**src/rtl/la_ioinput_ctrl.sv**
```systemverilog
// la_ioinput_ctrl: staggered input-enable sequencing plus resync/debounce of input pad levels
// clk, nreset      core clock, async active-low reset
// en               1 brings the bank up and keeps it up, 0 shuts it down
// db_thresh        debounce threshold, 0 behaves as 1
// z                raw pad levels, asynchronous to clk
// ie               per-cell input enables, raised one at a time
// ready            bank fully enabled and settled
// dout, rise, fall debounced levels with one-cycle edge pulses
module la_ioinput_ctrl #(
  parameter int N = 8,
  parameter int STAGGER = 4,
  parameter int DEBW = 4
) (
  input  logic            clk,
  input  logic            nreset,
  input  logic            en,
  input  logic [DEBW-1:0] db_thresh,
  input  logic [N-1:0]    z,
  output logic [N-1:0]    ie,
  output logic            ready,
  output logic [N-1:0]    dout,
  output logic [N-1:0]    rise,
  output logic [N-1:0]    fall
);
  typedef enum logic [1:0] {IDLE, ENABLE, SETTLE, ACTIVE} state_t;
  localparam int IW = N > 1 ? $clog2(N) : 1;
  localparam int SW = STAGGER > 1 ? $clog2(STAGGER) : 1;
  state_t state, state_n;
  logic [N-1:0] ie_n, s1, s2;
  logic [IW-1:0] idx, idx_n;
  logic [SW-1:0] scnt, scnt_n;
  logic [DEBW-1:0] cnt [N];
  logic [DEBW:0] inc [N];
  logic [DEBW:0] t;
  logic step, clr;
  assign step = scnt == SW'(STAGGER - 1);
  // shutdown edge: everything downstream of the enables is wiped together
  assign clr = (state != IDLE) && !en;
  assign t = db_thresh == '0 ? (DEBW + 1)'(1) : {1'b0, db_thresh};
  assign ready = state == ACTIVE;
  always_comb begin
    state_n = state;
    ie_n = ie;
    idx_n = idx;
    scnt_n = scnt;
    if (clr) begin
      state_n = IDLE;
      ie_n = '0;
      idx_n = '0;
      scnt_n = '0;
    end else begin
      case (state)
        IDLE: if (en) begin
          ie_n[0] = 1'b1;
          idx_n = IW'(1);
          scnt_n = '0;
          state_n = N == 1 ? SETTLE : ENABLE;
        end
        ENABLE: begin
          scnt_n = step ? '0 : scnt + 1'b1;
          if (step) begin
            ie_n[idx] = 1'b1;
            idx_n = idx + 1'b1;
            if (idx == IW'(N - 1)) state_n = SETTLE;
          end
        end
        SETTLE: begin
          scnt_n = step ? '0 : scnt + 1'b1;
          if (step) state_n = ACTIVE;
        end
        default: state_n = state;
      endcase
    end
  end
  always_ff @(posedge clk or negedge nreset) begin
    if (!nreset) begin
      state <= IDLE;
      ie <= '0;
      idx <= '0;
      scnt <= '0;
    end else begin
      state <= state_n;
      ie <= ie_n;
      idx <= idx_n;
      scnt <= scnt_n;
    end
  end
  always_ff @(posedge clk or negedge nreset) begin
    if (!nreset) begin
      s1 <= '0;
      s2 <= '0;
    end else begin
      s1 <= clr ? '0 : z;
      s2 <= clr ? '0 : s1;
    end
  end
  always_comb begin
    for (int i = 0; i < N; i++) inc[i] = {1'b0, cnt[i]} + 1'b1;
  end
  // count compares against the live threshold, so a lowered T can release at once
  always_ff @(posedge clk or negedge nreset) begin
    if (!nreset) begin
      dout <= '0;
      rise <= '0;
      fall <= '0;
      for (int i = 0; i < N; i++) cnt[i] <= '0;
    end else begin
      for (int i = 0; i < N; i++) begin
        rise[i] <= 1'b0;
        fall[i] <= 1'b0;
        if (clr || !ie[i]) begin
          dout[i] <= 1'b0;
          cnt[i] <= '0;
        end else if (s2[i] == dout[i]) begin
          cnt[i] <= '0;
        end else if (inc[i] >= t) begin
          dout[i] <= s2[i];
          cnt[i] <= '0;
          rise[i] <= s2[i];
          fall[i] <= !s2[i];
        end else begin
          cnt[i] <= inc[i][DEBW-1:0];
        end
      end
    end
  end
endmodule

```
**config.mk**
```make
export PLATFORM = sky130hd
export DESIGN_NAME = la_ioinput_ctrl
export DESIGN_NICKNAME = d
export VERILOG_FILES = /design/src/rtl/la_ioinput_ctrl.sv
export SDC_FILE = /design/constraint.sdc
export NUM_CORES = 1
export LEC_CHECK = 0
export CORE_MARGIN = 4
export CORE_UTILIZATION = 30
export CTS_CLUSTER_DIAMETER = 30
export DETAILED_ROUTE_END_ITERATION = 12
export GPL_TIMING_DRIVEN = 0
export PLACE_DENSITY = 0.47
export SLEW_MARGIN = 15
export SYNTH_ARGS = -nofsm -noshare
export SYNTH_HDL_FRONTEND = slang
export SYNTH_SLANG_ARGS = --single-unit
export TNS_END_PERCENT = 1
```
**constraint.sdc**
```tcl
create_clock -name clk -period 2.2 [get_ports clk]
set_input_delay 0.66 -clock clk [delete_from_list [all_inputs] [get_ports clk]]
set_output_delay 0.66 -clock clk [all_outputs]
set_load 0.02 [all_outputs]
```
==> results.json <==
{
  "status": "complete, but fails checks",
  "violations": "setup timing",
  "seqPwrFrac_pct": 43.5,
  "finalWorstSetupSlack_ns": -0.1043,
  "r2r-start": "cnt[16]",
  "clock-sinks": 87,
  "synth_edf_count": 0,
  "overflow": 0,
  "path_clk_slew_ns": 0.06,
  "row_count": 44,
  "finalHoldViolations": 0,
  "drc_errors": 0,
  "syn_inst": 433,
  "wire_per_inst_um": 15.99,
  "placed_area_um2": 5399,
  "ys_types": 42,
  "hpwlAfterDp_um": 7760,
  "gp_congestion": 0.7548,
  "dieWidth_um": 131.7,
  "n_fill_cell": 1429,
  "io_buffers": 46,
  "yosysTopAreaCellShare_pct": 47.44,
  "holdBufCountCts": 0,
  "clock.fmax_ghz": 0.4340,
  "hold_ws_ns": 0.3584,
  "cts_tree": "built",
  "syn_to_final_growth_pct": 32.74,
  "leakagePower_uw": 0.002682,
  "final_antenna_net_count": 0,
  "cap_violations": 0,
  "period_share_pct": 104.7,
  "setup_viol": 17,
  "antenna_cells": 0,
  "fin_skew_ns": 0.005178,
  "initial_core_util_pct": 31.11,
  "fin_area_um2": 6092,
  "routed_wl_um": 11130,
  "drtIter0Drc": 170,
  "async_flop_share_pct": 100.0,
  "dieArea_um2": 17340,
  "drive_above_1_share_pct": 19.92,
  "seqCellArea_um2": 2177,
  "p_switching_uw": 1367,
  "internal_power_uw": 2898,
  "rsz0062_at_grt": "yes",
  "vias": 3537,
  "core_um2": 14750,
  "start_kind": "primary input",
  "synth_area_leaders": "dfrtp_1 (47%), ha_1 (8.7%), nand3_1 (3.6%)",
  "cts_buffer_depth": 2,
  "p_sw_share_pct": 32.05,
  "h-tree-depth": 3,
  "cts_root_buf": "clkbuf_16",
  "fin_crit_ns": 2.304,
  "die_h_um": 131.7,
  "crit_required_ns": 2.43,
  "arrival_ns": 2.53,
  "clkLatencyLatePin_ns": 0.35,
  "relSlewSlack_pct": 52.53,
  "p_clk_share_pct": 33.3,
  "comb_power_share_pct": 23.2,
  "synth_area_um2": 4589,
  "antenna_found_initial": 0,
  "first_global_vias": 3575,
  "crit_start": "db_thresh[0]",
  "tightestPinTransition_ns": 0.7103,
  "synth.avg_cell_area_um2": 10.60,
  "worstSetupPathType": "in -> reg",
  "min_path_type": "in -> async",
  "ir_worst_vdd_mv": 0.5197,
  "power.density_nw_per_um2": 700.0,
  "synth_top_area_cell": "dfrtp_1",
  "drv_slew": 0,
  "grt_pass1_wl_um": 18550,
  "finalNetCount": 554,
  "grt_max_degree": 52,
  "drt_pass1_iterations": 4,
  "yosysWarnings": 0,
  "synth_seq_cells": 87,
  "cp_max_fo": 8,
  "io_pins": 48,
  "vias_per_cell": 5.082,
  "dpl_worst_slack_ns": -1.441,
  "syn_nets": 480,
  "grtUsageTotal_pct": 13.32,
  "numCtsBuffers": 9,
  "multi_input_area_um2": 2605,
  "yosysSeqAreaShare_pct": 47.44,
  "cp-end-kind": "flop",
  "ys.flop_type": "dfrtp_1"
}
worst max-delay path, cell delays in order:
cell and delay, ns:
dlygate4sd2_1 0.23, o21bai_4 0.17, buf_12 0.14, buf_4 0.13, ha_1 0.25, nand2b_1 0.14
a21o_1 0.19, a21oi_2 0.17, o211ai_4 0.13, and4bb_2 0.30
cell usage after synthesis (3+ instances only):
library cell  instances
and2_1               26
a22oi_1               4
nand3_1              33
nor2_1               20
nand2_1              28
o211ai_2              5
xor2_1               12
inv_1                24
dfrtp_1              87
o22a_1                5
a21o_1                5
ha_1                 32
mux2i_1               9
nor3_1               23
a2111oi_2             3
a32o_1                6
a21oi_1              12
nor4b_1               9
buf_2                 3
buf_4                 3
xnor2_1              12
a211oi_1              5
a221oi_1              7
o21ai_0               8
nor2b_1              10
a31oi_1               3
and4bb_2              5
o41ai_1               5
nand2b_1              8
clkbuf_1              4
per-stage QoR:
stage	std cells	TNS, ns	power, uW	utilization, %
2_1_floorplan	433	-2.781	2472	-
3_3_place_gp	663	-323.44	2773	36.47
3_5_place_dp	664	-72.10	2787	36.59
4_1_cts	684	-2.449	4278	39.71
5_1_grt	696	-2.718	4540	41.29
6_report	696	-0.7660	4265	41.29
power groups by stage:
stage | clock, uW | combinational, uW | sequential, uW
floorplan | 0 | 603 | 1870
global placement | 0 | 894 | 1880
detailed placement | 0 | 908 | 1880
CTS | 1470 | 952 | 1850
global route | 1560 | 1110 | 1870
finish | 1420 | 989 | 1850
cell type report:
| cell class | count | share of cell area (%) |
|---|---|---|
| Timing Repair Buffer | 63 | 10.31 |
| Sequential cell | 87 | 35.74 |
| Tap cell | 184 | 3.779 |
| Clock buffer | 9 | 3.697 |
| Buffer | 10 | 1.089 |
| Inverter | 24 | 1.807 |
| Multi-Input combinational cell | 312 | 42.76 |
| Clock inverter | 7 | 0.8215 |
path summary, 6_finish.rpt:
check                           to  slack, ns  cells after the start
max                        fall[6]      -0.10                     10
min                        cnt[20]       0.36                      1
max reg2reg                cnt[19]       0.01                      6
min reg2reg                  s2[5]       0.45                      1
max in group asynchronous  cnt[29]       1.18                      2
min in group clk             s2[5]       0.45                      1
state kept, by name (all words and copies together), names as in the netlist:
signal  cells
dout        8
scnt        2
rise        8
state       2
fall        8
s2          8
cnt        32
idx         3
ie          8
s1          8
layer usage:
| metal | up-vias | share of wire (%) | track usage [%] |
|---|---|---|---|
| met4 | 0 | 1.8 | 5.659 |
| met5 | - | 0 | 0 |
| met1 | 1755 | 46 | 17.45 |
| met2 | 48 | 49 | 21.60 |
| met3 | 14 | 3.0 | 2.561 |
| li1 | 1720 | - | - |
cell usage in the layout (no fill, tap or decap), types with 7 or more instances in the layout:
cell type        synthesis  final
xor2_1                  12     12
buf_4                    3     17
clkdlybuf4s50_1          0     36
nand2_1                 28     27
xnor2_1                 12     12
dfrtp_1                 87     87
o21ai_0                  8      7
nor2b_1                 10      9
nor2_1                  20     19
a221oi_1                 7      7
a21oi_1                 12      7
inv_1                   24     21
and2_1                  26     26
ha_1                    32     29
nor3_1                  23     20
nand3_1                 33     33
clkbuf_16                0      9
mux2i_1                  9      9
kinds of logic (layout without fill, tap and decap cells):
group                    after synthesis  after routing  synth area share [%]
AND/OR/NAND/NOR                      173            173                 21.21
multiplexers                          11             11                 2.454
buffers and inverters                 34            113                 3.108
AO/OA/AOI/OAI                         72             72                 12.49
XOR/XNOR                              24             24                 4.580
flip-flops                            87             87                 47.44
adder cells (fa/ha/maj)               32             32                 8.724
what timing repair did:
| action | CTS | global route |
|---|---|---|
| pin swaps | 22 | 16 |
| buffers inserted | 4 | 14 |
| resized for setup | 39 | 31 |
| setup endpoints to repair | 64 | 61 |
(Power assumes the default switching activity.)
